===== src/rtl/cpu_pkg.sv =====
// cpu_pkg: shared state encodings, fault codes and timer width for the fetch sequencer.
package cpu_pkg;
    typedef enum logic [2:0] {
        S_FETCH   = 3'd0,
        S_WAIT    = 3'd1,
        S_DECODE  = 3'd2,
        S_EXECUTE = 3'd3,
        S_HALT    = 3'd4
    } state_e;
    localparam logic [1:0] F_NONE     = 2'd0;
    localparam logic [1:0] F_ILLEGAL  = 2'd1;
    localparam logic [1:0] F_TIMEOUT  = 2'd2;
    localparam logic [1:0] F_MISALIGN = 2'd3;
    localparam int TW = 8;
endpackage


===== src/rtl/fetch_seq_if.sv =====
// fetch_seq_if: instruction-memory read handshake between the sequencer and memory.
interface fetch_seq_if #(
    parameter int AW = 14
);
    logic          o_mem_req;
    logic [AW-1:0] o_mem_addr;
    logic          i_mem_ack;
    logic [31:0]   i_mem_rdata;
    modport master(output o_mem_req, o_mem_addr, input i_mem_ack, i_mem_rdata);
    modport slave(input o_mem_req, o_mem_addr, output i_mem_ack, i_mem_rdata);
endinterface


===== src/rtl/wait_timer.sv =====
// wait_timer: counts wait cycles; expired flags the cycle whose increment would reach the limit.
module wait_timer
    import cpu_pkg::*;
#(
    parameter int W = TW
) (
    input  logic         i_clk,
    input  logic         i_rst_n,
    input  logic         i_clear,
    input  logic         i_enable,
    input  logic [W-1:0] i_limit,
    output logic         o_expired
);
    logic [W-1:0] cnt_q, cnt_d;
    always_comb cnt_d = i_clear ? '0 : i_enable ? cnt_q + W'(1) : cnt_q;
    assign o_expired = cnt_q == i_limit - W'(1);
    always_ff @(posedge i_clk or negedge i_rst_n) begin
        if (!i_rst_n) cnt_q <= '0;
        else cnt_q <= cnt_d;
    end
endmodule


===== src/rtl/fetch_seq.sv =====
// fetch_seq: single-issue fetch/decode/execute sequencer with memory timeout and fault halting.
module fetch_seq
    import cpu_pkg::*;
#(
    parameter int              XLEN     = 64,
    parameter int              AW       = 14,
    parameter logic [XLEN-1:0] RESET_PC = '0,
    parameter int              TIMEOUT  = 15
) (
    input  logic            i_clk,
    input  logic            i_rst_n,
    fetch_seq_if.master     mem,
    output logic [31:0]     o_insn,
    output logic            o_insn_valid,
    input  logic            i_illegal,
    input  logic            i_wb_en,
    input  logic [4:0]      i_wb_dst,
    input  logic [XLEN-1:0] i_wb_data,
    input  logic            i_redirect,
    input  logic [XLEN-1:0] i_redirect_pc,
    output logic            o_gpr_we,
    output logic [4:0]      o_gpr_waddr,
    output logic [XLEN-1:0] o_gpr_wdata,
    output logic [XLEN-1:0] o_pc,
    output logic [2:0]      o_state,
    output logic            o_halted,
    output logic [1:0]      o_fault,
    output logic [31:0]     o_retired,
    input  logic            i_resume
);
    state_e          state_q, state_d;
    logic [XLEN-1:0] pc_q, pc_d;
    logic [31:0]     insn_q, insn_d, retired_q, retired_d;
    logic [1:0]      fault_q, fault_d;
    logic            tmr_clr, tmr_en, tmr_exp, misalign;

    wait_timer u_timer (
        .i_clk,
        .i_rst_n,
        .i_clear  (tmr_clr),
        .i_enable (tmr_en),
        .i_limit  (TW'(TIMEOUT)),
        .o_expired(tmr_exp)
    );

    assign misalign = i_redirect && (i_redirect_pc[1:0] != 2'b00);

    always_comb begin
        state_d      = state_q;
        pc_d         = pc_q;
        insn_d       = insn_q;
        fault_d      = fault_q;
        retired_d    = retired_q;
        tmr_clr      = 1'b0;
        tmr_en       = 1'b0;
        o_insn_valid = 1'b0;
        o_gpr_we     = 1'b0;
        o_halted     = 1'b0;
        case (state_q)
            S_FETCH: begin
                tmr_clr = 1'b1;
                state_d = S_WAIT;
            end
            S_WAIT: begin
                if (mem.i_mem_ack) begin
                    insn_d  = mem.i_mem_rdata;
                    state_d = S_DECODE;
                end else begin
                    tmr_en = 1'b1;
                    if (tmr_exp) begin
                        state_d = S_HALT;
                        fault_d = F_TIMEOUT;
                    end
                end
            end
            S_DECODE: begin
                o_insn_valid = 1'b1;
                state_d      = i_illegal ? S_HALT : S_EXECUTE;
                fault_d      = i_illegal ? F_ILLEGAL : fault_q;
            end
            S_EXECUTE: begin
                // A misaligned target faults the instruction: no write, no retire, pc kept.
                o_gpr_we  = i_wb_en && (i_wb_dst != 5'd0) && !misalign;
                state_d   = misalign ? S_HALT : S_FETCH;
                fault_d   = misalign ? F_MISALIGN : fault_q;
                pc_d      = misalign ? pc_q : i_redirect ? i_redirect_pc : pc_q + XLEN'(4);
                retired_d = misalign ? retired_q : retired_q + 32'd1;
            end
            S_HALT: begin
                o_halted = 1'b1;
                if (i_resume) begin
                    state_d = S_FETCH;
                    pc_d    = RESET_PC;
                    fault_d = F_NONE;
                end
            end
            default: state_d = S_FETCH;
        endcase
    end

    always_ff @(posedge i_clk or negedge i_rst_n) begin
        if (!i_rst_n) begin
            state_q   <= S_FETCH;
            pc_q      <= RESET_PC;
            insn_q    <= '0;
            fault_q   <= F_NONE;
            retired_q <= '0;
        end else begin
            state_q   <= state_d;
            pc_q      <= pc_d;
            insn_q    <= insn_d;
            fault_q   <= fault_d;
            retired_q <= retired_d;
        end
    end

    // Reset sits in FETCH, so the request is masked while reset is held.
    assign mem.o_mem_req  = i_rst_n && (state_q == S_FETCH || state_q == S_WAIT);
    assign mem.o_mem_addr = pc_q[AW+1:2];
    assign o_insn         = insn_q;
    assign o_gpr_waddr    = i_wb_dst;
    assign o_gpr_wdata    = i_wb_data;
    assign o_pc           = pc_q;
    assign o_state        = state_q;
    assign o_fault        = fault_q;
    assign o_retired      = retired_q;
endmodule


===== src/flat_wrapper.sv =====
// flat-port wrapper written by rule: the top's interface ports become plain ports
module fetch_seq_flat import cpu_pkg::*;
#(
    parameter int              XLEN     = 64,
    parameter int              AW       = 14,
    parameter logic [XLEN-1:0] RESET_PC = '0,
    parameter int              TIMEOUT  = 15
)
  (i_clk, i_rst_n, o_insn, o_insn_valid, i_illegal, i_wb_en, i_wb_dst, i_wb_data, i_redirect, i_redirect_pc, o_gpr_we, o_gpr_waddr, o_gpr_wdata, o_pc, o_state, o_halted, o_fault, o_retired, i_resume, mem_o_mem_req, mem_o_mem_addr, mem_i_mem_ack, mem_i_mem_rdata);
  fetch_seq_if #(.AW(AW)) mem_i ();
  input  logic i_clk;
  input  logic i_rst_n;
  output logic [31:0] o_insn;
  output logic o_insn_valid;
  input  logic i_illegal;
  input  logic i_wb_en;
  input  logic [4:0] i_wb_dst;
  input  logic [XLEN-1:0] i_wb_data;
  input  logic i_redirect;
  input  logic [XLEN-1:0] i_redirect_pc;
  output logic o_gpr_we;
  output logic [4:0] o_gpr_waddr;
  output logic [XLEN-1:0] o_gpr_wdata;
  output logic [XLEN-1:0] o_pc;
  output logic [2:0] o_state;
  output logic o_halted;
  output logic [1:0] o_fault;
  output logic [31:0] o_retired;
  input  logic i_resume;
  output wire logic [$bits(mem_i.o_mem_req)-1:0] mem_o_mem_req;
  output wire logic [$bits(mem_i.o_mem_addr)-1:0] mem_o_mem_addr;
  input wire logic [$bits(mem_i.i_mem_ack)-1:0] mem_i_mem_ack;
  input wire logic [$bits(mem_i.i_mem_rdata)-1:0] mem_i_mem_rdata;
  assign mem_o_mem_req = mem_i.o_mem_req;
  assign mem_o_mem_addr = mem_i.o_mem_addr;
  assign mem_i.i_mem_ack = mem_i_mem_ack;
  assign mem_i.i_mem_rdata = mem_i_mem_rdata;
  fetch_seq #(.XLEN(XLEN), .AW(AW), .RESET_PC(RESET_PC), .TIMEOUT(TIMEOUT)) u_core (.i_clk(i_clk), .i_rst_n(i_rst_n), .mem(mem_i), .o_insn(o_insn), .o_insn_valid(o_insn_valid), .i_illegal(i_illegal), .i_wb_en(i_wb_en), .i_wb_dst(i_wb_dst), .i_wb_data(i_wb_data), .i_redirect(i_redirect), .i_redirect_pc(i_redirect_pc), .o_gpr_we(o_gpr_we), .o_gpr_waddr(o_gpr_waddr), .o_gpr_wdata(o_gpr_wdata), .o_pc(o_pc), .o_state(o_state), .o_halted(o_halted), .o_fault(o_fault), .o_retired(o_retired), .i_resume(i_resume));
endmodule

===== config.mk =====
export PLATFORM = sky130hd
export DESIGN_NAME = fetch_seq_flat
export DESIGN_NICKNAME = d
export VERILOG_FILES = /design/src/rtl/cpu_pkg.sv /design/src/rtl/fetch_seq_if.sv /design/src/rtl/wait_timer.sv /design/src/rtl/fetch_seq.sv /design/src/flat_wrapper.sv
export SDC_FILE = /design/constraint.sdc
export NUM_CORES = 1
export LEC_CHECK = 0
export CAP_MARGIN = 20
export CORE_AREA = 8 8 128 178
export CTS_CLUSTER_SIZE = 24
export DETAILED_ROUTE_END_ITERATION = 7
export DIE_AREA = 0 0 136 186
export GPL_ROUTABILITY_DRIVEN = 0
export PLACE_DENSITY = 0.88
export SYNTH_ARGS = -nofsm -noshare
export SYNTH_HDL_FRONTEND = slang
export SYNTH_HIERARCHICAL = 1
export SYNTH_SLANG_ARGS = --single-unit

===== constraint.sdc =====
create_clock -name i_clk -period 3.08 [get_ports i_clk]
set_clock_uncertainty 0.1 [all_clocks]
set_input_delay 0.616 -clock i_clk [delete_from_list [all_inputs] [get_ports i_clk]]
set_output_delay 0.616 -clock i_clk [all_outputs]
set_load 0.05 [all_outputs]

# == Word level (Yosys, flattened, before mapping) ==
# Index checks and enable logic that the tools add are counted.
# word_totals
output_inout_bits,220
ff_bits,141
elab_cells,63
# op_classes
bitwise,1
add_sub_neg,3
n_mux,24
eq_ne,12
reduce_logical,17
# ops
cell,count
64-bit two-way mux,3
64-bit case mux with 2 select lines,1
64-bit by 3-bit adder with 64-bit output (second input constant),1
32-bit by 1-bit adder with 32-bit output (second input constant),1
8-bit two-way mux,2
3-bit two-way mux,5
3-bit case mux with 5 select lines,1
2-bit two-way mux,5
8-bit by 1-bit adder with 8-bit output (second input constant),1
8-bit by 4-bit equality test with 1-bit output (second input constant),1
2-bit != test (second input constant),4
2-bit case mux with 4 select lines,1
3-bit by 2-bit equality test with 1-bit output (second input constant),2
1-bit two-way mux,6
2-bit AND reduction,3
6-bit AND reduction,1
2-bit nonzero test,3
5-bit nonzero test,1
1-bit logical AND,4
2-bit by 1-bit != test with 1-bit output (second input constant),2
4-bit nonzero test,1
3-bit by 1-bit equality test with 1-bit output (second input constant),1
3-bit equality test (second input constant),1
3-bit zero test,1
other kinds (5),5

# == Logic depth before layout (Yosys ltp) ==
# Gate-level depths: netlist of the first run.
# depth
word_depth,5
mapped_depth,11
depth_no_buf,11

# == Hierarchy ==
# The synthesis of the first run kept the hierarchy.
# by_module_without_submodules
module,area_per_inst_um2,n_inst,cells_per_inst
fetch_seq,7631.1,1,809
wait_timer,640.6,1,72

# == Least setup slack after synthesis of the first run ==
# OpenSTA, ideal clock, no wires.
# synth_timing
path_kind,register to register
startpoint,"register u_core.state_q[2], in the netlist u_core/o_state[2]"
endpoint,"register u_core.pc_q[33], in the netlist u_core/o_pc[33]"
setup_ps,139
arrival_ps,2414
setup_slack_ps,426
path_buffers,2
stages_incl_launch_ff,7
required_ps,2841
cell_sequence,dfrtp_1 > clkbuf_2 > nor3b_4 > a21oi_1 > clkbuf_1 > o311ai_0 > o21ai_0
# synth_between
elab_chain_len,3
# synth_rtl
element,line,rtl
start: declaration,fetch_seq.sv:31,"state_e state_q, state_d;"
start signal: assignment,fetch_seq.sv:109,state_q <= state_d;
3-bit by 2-bit equality test with 1-bit output or 3-bit equality test (tied branches),fetch_seq.sv:59,case (state_q)
2-bit != test (no line) or 2-bit nonzero test (tied branches),n/a,
3-bit AND reduction (no line),n/a,
end signal: assignment,fetch_seq.sv:110,pc_q <= pc_d;
end: declaration,fetch_seq.sv:32,"logic [XLEN-1:0] pc_q, pc_d;"
# Several ways; a longest one is shown, not always the timed one.
# A chain may end at the register's enable or synchronous reset.

# == Final worst setup path of the first run ==
# layout_timing
startpoint,"register u_core.state_q[2], in the netlist u_core/o_state[2]"
endpoint,output o_insn_valid
# layout_between
elab_chain_len,2
# layout_rtl
element,line,rtl
3-bit by 2-bit equality test with 1-bit output,fetch_seq.sv:59,
1-bit two-way mux,fetch_seq.sv:59,
end: declaration,flat_wrapper.sv:14,output logic o_insn_valid;
# Every way passes these cells.

==> results of run 1 <==
## through the flow
stage	instances	area, µm²
2_1_floorplan	914	8400
4_1_cts	1367	11400
3_5_place_dp	1335	10800
3_3_place_gp	1335	10800
6_report	1367	11400
5_1_grt	1367	11400
## cells in the final DEF, fill, tap and decap left out, drive strengths merged, types with 7 or more instances in the layout
cell           count
and2              12
clkbuf            17
xor2              28
nand2             75
a31oi             10
nand3             48
buf               34
nor4              21
clkdlybuf4s50    258
inv               18
a22oi             22
o211ai             9
o311ai             7
a21oi             36
nand4             31
nor2              49
xnor2             32
o21ai             67
and3              19
and4              11
dfrtp            141
conb              35
mux2              32
nor3              22
## cell type report
cell class                      count  area share
Tap cell                          256      0.0281
Multi-Input combinational cell    634       0.353
Sequential cell                   141       0.310
Inverter                           12     0.00395
Clock buffer                       17      0.0373
Timing Repair Buffer              292       0.255
Clock inverter                     15      0.0136
## path summary, 6_finish.rpt
check / startpoint / end / slack (ns) / depth (start not counted)
min in group i_clk: u_core/o_fault[1] / u_core/o_fault[1] / 0.40 / 2
setup reg to reg: u_core/o_state[0] / u_core/o_pc[36] / 0.41 / 7
hold reg to reg: u_core/o_fault[1] / u_core/o_fault[1] / 0.40 / 2
max in group asynchronous: i_rst_n / u_core/o_pc[60] / 2.06 / 2
setup / recovery: u_core/o_state[2] / o_insn_valid / 0.18 / 3
hold / removal: i_rst_n / u_core/o_insn[22] / 0.20 / 2
## routing by layer
layer	wire length [µm]	global-route usage	share of wire
met5	0	0	0
met4	1300	0.133	0.047
met3	1910	0.0440	0.069
met2	14100	0.367	0.51
met1	10500	0.247	0.38
## flip-flops by register name, summed over array words and instances (netlist names)
signal                count
u_core/o_state            3
u_core/o_fault            2
u_core/o_retired         32
u_core/o_insn            32
u_core/u_timer/cnt_q      8
u_core/o_pc              64
## cells by family after synthesis
kind of cell    count (synthesis)
flops                         141
compound gates                185
buf+inv                       139
simple gates                  315
fa+ha+maj                       4
xor+xnor                       60
other cells                     2
mux                            35
## power by group through the flow
stage	Clock, mW	Combinational, mW	Sequential (mW)
2_1_floorplan	0	1.93	5.00
3_3_place_gp	0	5.48	3.17
3_5_place_dp	0	5.56	3.20
4_1_cts	2.09	5.57	3.18
5_1_grt	2.15	5.79	3.29
6_report	2.03	5.54	3.18
==> impl_metrics.csv, run 1 <==
group,metric,value,unit
run_status,outcome,"completed",
setup_path,critPathTopFamily,"buffers and inverters",
pwr,total_leakage_power,4.61,nW
cells_and_area,antenna_cells,0,
yosys,yosys_warnings,6,
global_route,grt_overflow,0,
cells_and_area,multi_input_area,4020,µm²
global_route,antenna_found_initial,0,
sta,holdWs,0.204,ns
yosys,ys_seq_area_frac,0.427,
worst_hold_path,hold_path_class,"in -> async",
setup_path,cp.required,2.36,ns
cells_and_area,drive_gt1_frac,0.105,
yosys,synth_area_leaders,"dfrtp_1 43%, buf_4 7.9%, mux2_2 4.4%",
setup_path,crit_path_cell_trace,"nand2b_1 -> nor2_1 -> clkdlybuf4s50_1",
setup_path,crit_buf_inv,1,
yosys,synth_flop_cell,"dfrtp_1",
clock_tree,postCtsSetupBuffers,0,
yosys,yosys-top-cells-count,"141 x dfrtp_1, 87 x buf_4, 75 x nand2_1",
yosys,synthMuxAreaShare,0.0472,
setup_path,crit_type,"reg -> out",
global_route,grt_pass1_wl,43.2,mm
yosys,synth_area,8270,µm²
pwr,p_total,10.8,mW
die,fp.dieW,136,µm
flow_run,max-cap-violations,0,
sta,max_slew_margin,0.270,
pwr,p_switching,5.24,mW
pwr,ir_drop,0.428,mV
die,die_h,186,µm
yosys,ys_async_sr_fraction,1.00,
sta,finalSetupViolCount,0,
yosys,synth.top_cell.area_share,0.427,
pwr,pwr-share-clk,0.189,
yosys,synth_top_family_by_area,"simple AND/OR/NAND/NOR gates",
die,die-area,25300,µm²
sta,setup_ws,0.182,ns
cells_and_area,fillers,1740,
setup_path,crit_fanout,10,
clock_tree,tritoncts,"done",
cells_and_area,utilization,0.565,
cells_and_area,areaGrowthSynthToFinish,37.7,%
placement,io_buffers,263,
sta,worstMarginPinSlew,1.09,ns
die,coreArea,20200,µm²
setup_path,start_kind,"flop",
yosys,synth_most_common_cell,"dfrtp_1",
yosys,synthCells,881,
clock_tree,clock_sinks,141,
clock_tree,cts_inserted_buffers,17,
placement,post-place-ws,-0.0775,ns
clock_tree,cts_htree_levels,4,
clock_tree,clk_pin_slew,0.07,ns
setup_path,cpPeakStageDelay,0.85,ns
cells_and_area,nets,1274,
drt,first_pass_iters,8,
pwr,seqPwrFrac,0.296,
drt,drtAntennaViolNets,0,
pwr,power_frac_comb,0.515,
clock_tree,cts-resized-gates,0,
clock_tree,ctsHoldBuffers,0,
yosys,avgSynthCellArea,9.39,µm²
cells_and_area,regArea,3530,µm²
drt,drt_iter0_drc,711,
pwr,p_int,5.52,mW
clock_tree,max-clock-path-buffers,2,
clock_tree,clockRootBuffer,"clkbuf_16",
drt,post_drt_via_cell_ratio,5.65,
sta,fin_crit,2.90,ns
yosys,yosysUniqueCellTypes,67,
clock_tree,clock_latency,0.42,ns
yosys,synth_simple_gate_area_share,0.212,
sta,hold_violations,0,
global_route,grtUsageTotal,0.217,
die,num_rows,62,
drt,wirelength,27.8,mm
yosys,yosys.area_share.adder,0.00605,
yosys,ys_seq_elements,141,
sta,tns,0,ns
drt,drc,0,
sta,fmax,345,MHz
yosys,synth_xor_area_frac,0.0635,
die,pin_count,392,
setup_path,worstSetupEndpointType,"primary output",
drt,vias,7717,
drt,avgRoutedWirePerCell,20.3,µm
global_route,grt_pass1_vias,7851,
die,initial_core_util,0.410,
sta,slew_violations,0,
placement,hpwl,20.6,mm
sta,finalCritPeriodShare,0.941,
sta,rsz0062_at_grt,"no",
yosys,synth-compound-area-share,0.139,
global_route,grt_max_degree,142,
yosys,synth_top_area_cell,"dfrtp_1",
pwr,power_density,944,nW/µm²
setup_path,critPathArrivalTime,2.18,ns
yosys,synth-edff-count,0,
pwr,swShare,0.487,
setup_path,critical-path-slowest-cell,"clkdlybuf4s50_1",
(Power assumes the default switching activity.)
==> run 2, diff against run 1 <==
--- a/config.mk
+++ b/config.mk
@@ -5,7 +5,6 @@
 export SDC_FILE = /design/constraint.sdc
 export NUM_CORES = 1
 export LEC_CHECK = 0
-export CAP_MARGIN = 20
 export CORE_AREA = 8 8 128 178
 export CTS_CLUSTER_SIZE = 24
 export DETAILED_ROUTE_END_ITERATION = 7
==> results of run 2 <==
Same layout as run 1: the final DEF is identical, and so are final timing and power.
==> run 3, diff against run 2 <==
--- a/config.mk
+++ b/config.mk
@@ -5,12 +5,13 @@
 export SDC_FILE = /design/constraint.sdc
 export NUM_CORES = 1
 export LEC_CHECK = 0
-export CORE_AREA = 8 8 128 178
+export ABC_AREA = 1
+export CORE_AREA = 8 8 135 187
 export CTS_CLUSTER_SIZE = 24
 export DETAILED_ROUTE_END_ITERATION = 7
-export DIE_AREA = 0 0 136 186
+export DIE_AREA = 0 0 143 195
 export GPL_ROUTABILITY_DRIVEN = 0
-export PLACE_DENSITY = 0.88
+export PLACE_DENSITY = 0.89
 export SYNTH_ARGS = -nofsm -noshare
 export SYNTH_HDL_FRONTEND = slang
 export SYNTH_HIERARCHICAL = 1
==> constraint.sdc (replaced) <==
create_clock -name i_clk -period 2.7 [get_ports i_clk]
set_clock_uncertainty 0.1 [all_clocks]
set_input_delay 0.54 -clock i_clk [delete_from_list [all_inputs] [get_ports i_clk]]
set_output_delay 0.54 -clock i_clk [all_outputs]
set_load 0.05 [all_outputs]
==> impl_metrics.csv, run 3 <==
group,metric,value,unit
setup_path,crit_type,"reg -> out",
clock_tree,max-clock-path-buffers,2,
setup_path,cpPeakStageDelay,0.93,ns
yosys,ys_seq_elements,141,
yosys,yosys_warnings,6,
placement,io_buffers,263,
sta,finalCritPeriodShare,0.943,
drt,drc,0,
clock_tree,cts_htree_levels,4,
yosys,synth_top_area_cell,"dfrtp_1",
yosys,synth_flop_cell,"dfrtp_1",
placement,hpwl,28.0,mm
sta,rsz0062_at_grt,"no",
setup_path,endpoint,"mem_o_mem_addr[2]",
sta,slew_violations,0,
yosys,avgSynthCellArea,6.67,µm²
global_route,grtUsageTotal,0.264,
sta,setup_ws,0.153,ns
die,die_h,195,µm
setup_path,crit_buf_inv,1,
clock_tree,ctsHoldBuffers,0,
setup_path,r2r_cells,8,
cells_and_area,areaGrowthSynthToFinish,31.2,%
drt,vias,10584,
sta,max_slew_margin,0.409,
setup_path,critical-path-slowest-cell,"clkdlybuf4s50_1",
clock_tree,clk_pin_slew,0.06,ns
setup_path,critical_path_depth,1,
pwr,power_density,1010,nW/µm²
sta,fmax,393,MHz
pwr,pwr-share-clk,0.199,
cells_and_area,fillers,1968,
sta,fin_crit,2.55,ns
setup_path,crit_fanout,9,
clock_tree,clock_latency,0.44,ns
drt,wirelength,36.8,mm
yosys,yosysUniqueCellTypes,40,
drt,avgRoutedWirePerCell,18.3,µm
setup_path,regToRegStartpoint,"u_core/o_pc[22]",
setup_path,cp.required,2.06,ns
die,fp.dieW,143,µm
yosys,synth-edff-count,0,
global_route,grt_max_degree,142,
global_route,grt_overflow,0,
global_route,grt_pass1_wl,57.3,mm
die,num_rows,65,
yosys,synth_area_leaders,"dfrtp_1 35%, nand2_1 18%, nor2_1 11%",
drt,drt_iter0_drc,921,
clock_tree,postCtsSetupBuffers,0,
run_status,outcome,"completed",
pwr,p_int,6.75,mW
global_route,grt_pass1_vias,10698,
placement,post-place-ws,0.230,ns
yosys,yosys-top-cells-count,"469 x nand2_1, 282 x nor2_1, 143 x inv_1",
pwr,swShare,0.490,
yosys,ys_seq_area_frac,0.355,
yosys,synthCells,1491,
cells_and_area,drive_gt1_frac,0.0627,
clock_tree,tritoncts,"done",
sta,tns,0,ns
cells_and_area,largest_reg_flops,64,
setup_path,r2r-end,"u_core/o_pc[55]",
setup_path,regToRegSetupSlack,0.23,ns
sta,worstMarginPinSlew,0.879,ns
drt,post_drt_via_cell_ratio,5.27,
clock_tree,cts_inserted_buffers,17,
pwr,seqPwrFrac,0.286,
yosys,synth_area,9950,µm²
yosys,synth.top_cell.area_share,0.355,
cells_and_area,antenna_cells,0,
clock_tree,clock_sinks,141,
pwr,total_leakage_power,5.90,nW
pwr,p_total,13.2,mW
sta,finalSetupViolCount,0,
sta,hold_violations,0,
pwr,ir_drop,0.969,mV
setup_path,critPathArrivalTime,1.91,ns
flow_run,max-cap-violations,0,
yosys,ys_async_sr_fraction,1.00,
die,pin_count,392,
setup_path,crit_path_cell_trace,"clkdlybuf4s50_1",
worst_hold_path,hold_path_class,"in -> async",
setup_path,start_kind,"flop",
drt,drtAntennaViolNets,0,
cells_and_area,layout_common_cells,"469 x nand2_1, 282 x nor2_1, 253 x clkdlybuf4s50_1",
pwr,p_switching,6.49,mW
die,coreArea,22400,µm²
setup_path,setup.worst_path.start,"u_core/o_pc[4]",
drt,first_pass_iters,6,
setup_path,critPathTopFamily,"buffers and inverters",
die,initial_core_util,0.445,
pwr,power_frac_comb,0.515,
cells_and_area,layout_commonest_cell,"nand2_1",
setup_path,worstSetupEndpointType,"primary output",
clock_tree,clockRootBuffer,"clkbuf_16",
clock_tree,cts-resized-gates,1,
die,die-area,27900,µm²
global_route,antenna_found_initial,2,
cells_and_area,nets,1871,
yosys,synth_most_common_cell,"nand2_1",
-- run 3: worst min-delay path by stage --
stage	start	to	slack (ns)	cells past startpoint
after floorplan	i_rst_n	u_core/o_fault[0]	0.14	0
after global placement	u_core/o_fault[0]	u_core/o_fault[0]	0.38	2
after detailed placement	u_core/o_fault[1]	u_core/o_fault[1]	0.38	2
after CTS	i_rst_n	u_core/o_pc[50]	0.23	2
after global routing	i_rst_n	u_core/o_pc[53]	0.20	2
final	i_rst_n	u_core/o_pc[60]	0.12	2
-- run 3: power by group through the flow --
stage / combinational [mW] / clock, mW / sequential, mW
3_5_place_dp: 6.79 / 0 / 3.81
6_report: 6.82 / 2.64 / 3.79
2_1_floorplan: 2.47 / 0 / 5.88
4_1_cts: 6.84 / 2.67 / 3.78
3_3_place_gp: 6.69 / 0 / 3.76
5_1_grt: 7.18 / 2.76 / 3.89
-- run 3: final cells by class --
class / instances / area, µm² / share of cell area
clock buffers: 18 / 439 / 0.0336
multi-input cells: 1113 / 5180 / 0.397
inverters: 148 / 561 / 0.0429
repair buffers: 274 / 2760 / 0.211
flip-flops and latches: 141 / 3530 / 0.270
well taps: 301 / 377 / 0.0289
clock inverters: 13 / 213 / 0.0163
-- run 3: cells by family (layout without fill, tap and decap cells) --
| kind of cell | count (synthesis) | count (layout) | synth area share |
|---|---|---|---|
| buffers and inverters | 262 | 453 | 0.135 |
| flip-flops | 141 | 141 | 0.355 |
| adder cells (fa/ha/maj) | 4 | 4 | 0.00503 |
| multiplexers | 32 | 32 | 0.0362 |
| AND/OR/NAND/NOR | 905 | 905 | 0.370 |
| other | 2 | 27 | 0.000755 |
| AO/OA/AOI/OAI | 87 | 87 | 0.0472 |
| XOR/XNOR | 58 | 58 | 0.0511 |
-- run 3: metrics by stage --
stage                     hold slack (ns)   util  area, µm²  instances
after CTS                           0.229  0.584      13100       2008
after detailed placement            0.380  0.554      12400       1977
after floorplan                     0.144      -      10000       1516
after global placement              0.376  0.554      12400       1977
after global routing                0.202  0.584      13100       2008
final                               0.120  0.584      13100       2008
-- run 3: per-layer routing --
layer  wire length (µm)  up-vias  share of wire  track usage
li1                   -     4953              -            -
met1              12200     4817           0.33        0.257
met5                 27        -        0.00073            0
met4               2330        4          0.063        0.171
met2              18600      639           0.51        0.466
met3               3660      171           0.10       0.0850
